==> src/rtl/cube_state_entry_if.sv <==
// Bundles the button pulses, facelet read port and status outputs of the cube
// state entry block into one interface.
interface cube_state_entry_if;
   logic       next_pulse;
   logic       prev_pulse;
   logic       colour_pulse;
   logic       commit_pulse;
   logic       clear_pulse;
   logic [5:0] rd_addr;
   logic [2:0] rd_colour;
   logic [5:0] cursor;
   logic [2:0] cur_colour;
   logic       locked;
   logic       valid_pulse;
   logic       error_pulse;

   modport master (
      output next_pulse, prev_pulse, colour_pulse, commit_pulse, clear_pulse, rd_addr,
      input  rd_colour, cursor, cur_colour, locked, valid_pulse, error_pulse
   );

   modport slave (
      input  next_pulse, prev_pulse, colour_pulse, commit_pulse, clear_pulse, rd_addr,
      output rd_colour, cursor, cur_colour, locked, valid_pulse, error_pulse
   );
endinterface

==> src/rtl/cube_state_entry.sv <==
// Facelet colour entry for a 3x3 cube: cursor-driven editing, per-colour counts,
// and a one-cycle validity check that locks the pattern when it is plausible.
module cube_state_entry #(
   parameter int NUM_FACELETS = 54,
   parameter int NUM_COLOURS  = 6
) (
   input  logic               clk,
   input  logic               rst,
   cube_state_entry_if.slave  bus
);
   localparam logic [1:0] EDIT   = 2'd0;
   localparam logic [1:0] CHECK  = 2'd1;
   localparam logic [1:0] LOCKED = 2'd2;

   localparam logic [5:0] LAST_FACELET = 6'(NUM_FACELETS - 1);
   localparam logic [2:0] LAST_COLOUR  = 3'(NUM_COLOURS - 1);

   logic [2:0] entry_reg [0:NUM_FACELETS-1];
   logic [3:0] count_reg [0:NUM_COLOURS-1];
   logic [5:0] cursor_reg;
   logic [1:0] state_reg;
   logic       valid_pulse_reg;
   logic       error_pulse_reg;

   logic [2:0] centre [0:5];
   logic [2:0] colour_old;
   logic [2:0] colour_new;
   logic       check_pass;

   for (genvar gi = 0; gi < 6; gi++) begin : g_centre
      assign centre[gi] = entry_reg[9*gi + 4];
   end

   assign colour_old = entry_reg[cursor_reg];
   assign colour_new = (colour_old == LAST_COLOUR) ? 3'd0 : colour_old + 3'd1;

   // Counts are 4 bits wide and may wrap, but six counts that each read 9 and
   // sum to 54 can only be exactly 9, so the check remains exact.
   always_comb begin
      check_pass = 1'b1;
      for (int c = 0; c < NUM_COLOURS; c++) begin
         if (count_reg[c] != 4'd9) check_pass = 1'b0;
      end
      for (int a = 0; a < 6; a++) begin
         for (int b = a + 1; b < 6; b++) begin
            if (centre[a] == centre[b]) check_pass = 1'b0;
         end
      end
   end

   always_ff @(posedge clk) begin
      if (rst || bus.clear_pulse) begin
         for (int i = 0; i < NUM_FACELETS; i++) entry_reg[i] <= 3'(i / 9);
         for (int c = 0; c < NUM_COLOURS; c++) count_reg[c] <= 4'd9;
         cursor_reg      <= 6'd0;
         state_reg       <= EDIT;
         valid_pulse_reg <= 1'b0;
         error_pulse_reg <= 1'b0;
      end else begin
         valid_pulse_reg <= 1'b0;
         error_pulse_reg <= 1'b0;
         case (state_reg)
            EDIT: begin
               if (bus.commit_pulse) begin
                  state_reg <= CHECK;
               end else if (bus.colour_pulse) begin
                  entry_reg[cursor_reg] <= colour_new;
                  count_reg[colour_old] <= count_reg[colour_old] - 4'd1;
                  count_reg[colour_new] <= count_reg[colour_new] + 4'd1;
               end else if (bus.next_pulse) begin
                  cursor_reg <= (cursor_reg == LAST_FACELET) ? 6'd0 : cursor_reg + 6'd1;
               end else if (bus.prev_pulse) begin
                  cursor_reg <= (cursor_reg == 6'd0) ? LAST_FACELET : cursor_reg - 6'd1;
               end
            end
            CHECK: begin
               if (check_pass) begin
                  state_reg       <= LOCKED;
                  valid_pulse_reg <= 1'b1;
               end else begin
                  state_reg       <= EDIT;
                  error_pulse_reg <= 1'b1;
               end
            end
            LOCKED: begin
               if (bus.commit_pulse) state_reg <= EDIT;
            end
            default: state_reg <= EDIT;
         endcase
      end
   end

   assign bus.rd_colour   = (bus.rd_addr <= LAST_FACELET) ? entry_reg[bus.rd_addr] : 3'd0;
   assign bus.cursor      = cursor_reg;
   assign bus.cur_colour  = entry_reg[cursor_reg];
   assign bus.locked      = (state_reg == LOCKED);
   assign bus.valid_pulse = valid_pulse_reg;
   assign bus.error_pulse = error_pulse_reg;
endmodule
==> src/flat_wrapper.sv <==
// flat-port wrapper written by rule: the top's interface ports become plain ports
module cube_state_entry_flat 
#(
   parameter int NUM_FACELETS = 54,
   parameter int NUM_COLOURS  = 6
)
  (clk, rst, bus_next_pulse, bus_prev_pulse, bus_colour_pulse, bus_commit_pulse, bus_clear_pulse, bus_rd_addr, bus_rd_colour, bus_cursor, bus_cur_colour, bus_locked, bus_valid_pulse, bus_error_pulse);
  cube_state_entry_if bus_i ();
  input  logic clk;
  input  logic rst;
  input wire logic [$bits(bus_i.next_pulse)-1:0] bus_next_pulse;
  input wire logic [$bits(bus_i.prev_pulse)-1:0] bus_prev_pulse;
  input wire logic [$bits(bus_i.colour_pulse)-1:0] bus_colour_pulse;
  input wire logic [$bits(bus_i.commit_pulse)-1:0] bus_commit_pulse;
  input wire logic [$bits(bus_i.clear_pulse)-1:0] bus_clear_pulse;
  input wire logic [$bits(bus_i.rd_addr)-1:0] bus_rd_addr;
  output wire logic [$bits(bus_i.rd_colour)-1:0] bus_rd_colour;
  output wire logic [$bits(bus_i.cursor)-1:0] bus_cursor;
  output wire logic [$bits(bus_i.cur_colour)-1:0] bus_cur_colour;
  output wire logic [$bits(bus_i.locked)-1:0] bus_locked;
  output wire logic [$bits(bus_i.valid_pulse)-1:0] bus_valid_pulse;
  output wire logic [$bits(bus_i.error_pulse)-1:0] bus_error_pulse;
  assign bus_i.next_pulse = bus_next_pulse;
  assign bus_i.prev_pulse = bus_prev_pulse;
  assign bus_i.colour_pulse = bus_colour_pulse;
  assign bus_i.commit_pulse = bus_commit_pulse;
  assign bus_i.clear_pulse = bus_clear_pulse;
  assign bus_i.rd_addr = bus_rd_addr;
  assign bus_rd_colour = bus_i.rd_colour;
  assign bus_cursor = bus_i.cursor;
  assign bus_cur_colour = bus_i.cur_colour;
  assign bus_locked = bus_i.locked;
  assign bus_valid_pulse = bus_i.valid_pulse;
  assign bus_error_pulse = bus_i.error_pulse;
  cube_state_entry #(.NUM_FACELETS(NUM_FACELETS), .NUM_COLOURS(NUM_COLOURS)) u_core (.clk(clk), .rst(rst), .bus(bus_i));
endmodule
==> config.mk <==
export PLATFORM = sky130hd
export DESIGN_NAME = cube_state_entry_flat
export DESIGN_NICKNAME = d
export VERILOG_FILES = /design/src/rtl/cube_state_entry_if.sv /design/src/rtl/cube_state_entry.sv /design/src/flat_wrapper.sv
export SDC_FILE = /design/constraint.sdc
export NUM_CORES = 1
export LEC_CHECK = 0
export CAP_MARGIN = 10
export CORE_UTILIZATION = 45
export DETAILED_ROUTE_END_ITERATION = 10
export GPL_ROUTABILITY_DRIVEN = 0
export PLACE_DENSITY = 0.6
export SYNTH_ARGS = -nofsm -noshare
export SYNTH_HDL_FRONTEND = slang
export SYNTH_SLANG_ARGS = --single-unit
==> constraint.sdc <==
create_clock -name clk -period 8.9 [get_ports clk]
set_input_delay 1.335 -clock clk [delete_from_list [all_inputs] [get_ports clk]]
set_output_delay 1.335 -clock clk [all_outputs]
set_load 0.03 [all_outputs]
==> out/results.ini <==
[drt]
drt_wl_total_mm=41.1
dr_wl_met2_mm=19.3
drcViolationCount=0
vias_per_cell=6.41
dr_wl_met3_mm=3.75
top_layer_used=met4
ant_nets=0
first_pass_iters=6
vias=10300
drt-met1-wl_mm=16.7
initialDrtViolationCount=1331
detail_route.wl_per_cell_um=25.5

[grt]
gr-total-overflow=0
antenna_found_initial=0
grtUsageTotal_pct=26.5
grt_first_pass_wirelength_mm=62.2
grt_max_degree=65
grt_pass1_vias=9933

[pwr]
pwr-share-clk_pct=41.0
power.switching_uw=799
power.internal_uw=2120
leakagePower_uw=0.00493
p_per_area_mw_per_mm2=189
switching_share_pct=27.4
ir_worst_vdd_v=0.000151
share_comb_of_total_power_pct=14.5
seq_power_share_pct=44.5
p_total_uw=2920

[cells_and_area]
multi_input_area_sq_mm=0.00637
antenna_cells=0
nNetsFinal=1216
final_area_sq_mm=0.0154
final-seq-area_sq_mm=0.00705
drive_above_1_share_pct=16.9
final_cell_mix=224 x edfxtp_1, 173 x nand2_1, 147 x nor2_1
nFillCells=2698
largest_register_ffs=192
post-route-util_pct=50.4
area_growth_pct=10.5
layout.cells.most_common=edfxtp_1

[yosys]
syn-cell-area_sq_mm=0.0140
avgSynthCellArea_sq_um=11.4
ys_top_cells_by_area=edfxtp_1 48%, mux4_2 15%, nand2_1 4.7%
synth_top_cell_area_share_pct=48.2
syn_inst=1225
synth_nets=1246
yosysSeqAreaShare_pct=50.4
ys_types=72
yosysWarnings=0
synth_top_cell_by_area=edfxtp_1
synth_ff_type=edfxtp_1
async_flop_share_pct=0
ys_ff_latch=240
synth-edff-count=224

[cts]
cts_tree=yes
cts_buffer_depth=3
cts.htree.levels=1
ctsResizeCount=0
cts_setup_buffers=0
cts_buffers=27
clkSinkCount=240
clkLatencyLatePin_ns=0.55
clockRootBuffer=clkbuf_16
cts_hold_buffers=0
clk_pin_slew_worst_paths_ns=0.06

[worst_setup_path]
cpPeakStageDelay_ns=0.88
required_ns=9.17
criticalPathCategory=reg -> reg
crit_fanout=64
end_kind=flip-flop
crit_arrival_ns=6.83
cp-start-kind=flip-flop
reg2reg_depth=15
crit_chain=buf_4 > mux4_2 > mux4_2 > mux4_2 > inv_2 > ha_1 > nand3_2 > nand2_2 > buf_4 > o22ai_1 > a22oi_1 > nor2b_1 > ha_1 > xor2_1 > o21ai_0
crit_top_cell=mux4_2
cp_slowest_cell=dfxtp_2

[die]
rows=64
pin_count=28
die_y_um=178
start_util_pct=45.7
die_x_um=178
core_area_sq_mm=0.0306
dieArea_sq_mm=0.0317

[timing]
finalCritPeriodShare_pct=73.7
setup_viol=0
fin_skew_ns=0.0116
report.final.slew_viol_count=0
setup_ws_ns=2.34
max_slew.worst_pin.slew_ns=1.01
fin_crit_ns=6.56
rsz0062_at_grt=no
slew_headroom_pct=32.7
hold_viol=0
tns_ns=0
fmax_ghz=0.152

[place]
hpwl_mm=28.8
port_buffers=27
postPlaceCellArea_sq_mm=0.0145
pre_cts_ws_ns=2.33

[min_path]
worst_hold_path.num_cells=1
hold_path_class=reg -> reg

[run_status]
outcome=finished, final reports clean

[job]
maxCapViolations=0

## stage by stage
step                      instances  hold WS (ns)
after floorplan                1225         0.437
after global placement         1562         0.456
after detailed placement       1562         0.469
after CTS                      1612         0.477
after global routing           1612         0.502
final                          1612         0.475
## area by class of cell
cell class / count / area share [%]
flip-flops and latches: 240 / 45.7
multi-input cells: 846 / 41.3
clock buffers: 29 / 4.56
well taps: 396 / 3.21
repair buffers: 53 / 2.95
clock inverters: 21 / 1.65
inverters: 27 / 0.657
## worst max-delay path: cells and delay by family (launching register included)
kind / cells / cell delay, ns
DFF: 1 / 0.88
xor gates and xnor gates: 1 / 0.50
buffers and inverters: 3 / 1.24
AOI/OAI and AO/OA: 3 / 0.59
and+or+nand+nor: 3 / 0.84
muxes: 3 / 1.67
adders and majority gates: 2 / 0.50
## final timing paths
kind / slack (ns) / from / to
worst min-delay path: 0.48 / u_core.state_reg[0] / u_core.state_reg[0]
worst max-delay path: 2.34 / flip-flop / u_core.count_reg[7][2]
worst max register to register: 2.34 / flip-flop / u_core.count_reg[7][2]
worst min register to register: 0.48 / u_core.state_reg[0] / u_core.state_reg[0]
## layer usage
| metal | vias to the layer above | track usage [%] |
|---|---|---|
| met5 | - | 0 |
| met1 | 5144 | 37.8 |
| met4 | 0 | 8.90 |
| li1 | 4538 | - |
| met3 | 91 | 3.94 |
| met2 | 561 | 41.6 |
## kinds of logic (layout without fill, tap and decap cells)
kind of cell | after synthesis | after routing | synth area share, %
AO/OA/AOI/OAI | 132 | 132 | 6.54
buffers and inverters | 139 | 130 | 4.34
adder cells (fa/ha/maj) | 8 | 8 | 0.717
flip-flops | 240 | 240 | 50.4
multiplexers | 142 | 142 | 18.3
XOR/XNOR | 38 | 38 | 2.44
AND/OR/NAND/NOR | 526 | 526 | 17.2
## cells in the mapped netlist (3+ instances only)
library cell,count
o311ai_0,3
o31ai_1,3
xnor2_1,24
mux2_1,3
buf_6,7
o211ai_1,3
o22ai_1,9
nor2_1,150
a211oi_1,6
or3_1,5
mux4_2,90
inv_2,4
buf_1,17
o21ai_0,25
mux2i_1,44
a32oi_1,5
edfxtp_1,224
o221ai_1,3
nand3_1,97
a22oi_1,25
nor3_2,4
and2_1,5
nor2b_1,15
inv_1,22
a31oi_1,6
and4_1,4
mux2_2,4
nand4_1,8
nor3_1,27
dfxtp_1,16
xor2_1,13
a21oi_1,20
nor3b_1,3
clkbuf_1,75
ha_1,8
o2111ai_1,3
and3_1,5
buf_2,7
buf_4,6
nand2_1,175
a311oi_1,4
nor4_1,9
## power groups by stage
stage	Clock [uW]	Combinational, uW	Sequential [uW]
detailed placement	0	416	1320
finish	1200	422	1300
global route	1250	451	1300
floorplan	0	303	1300
CTS	1200	418	1300
global placement	0	414	1320
Power figures use the tool's default switching activity.
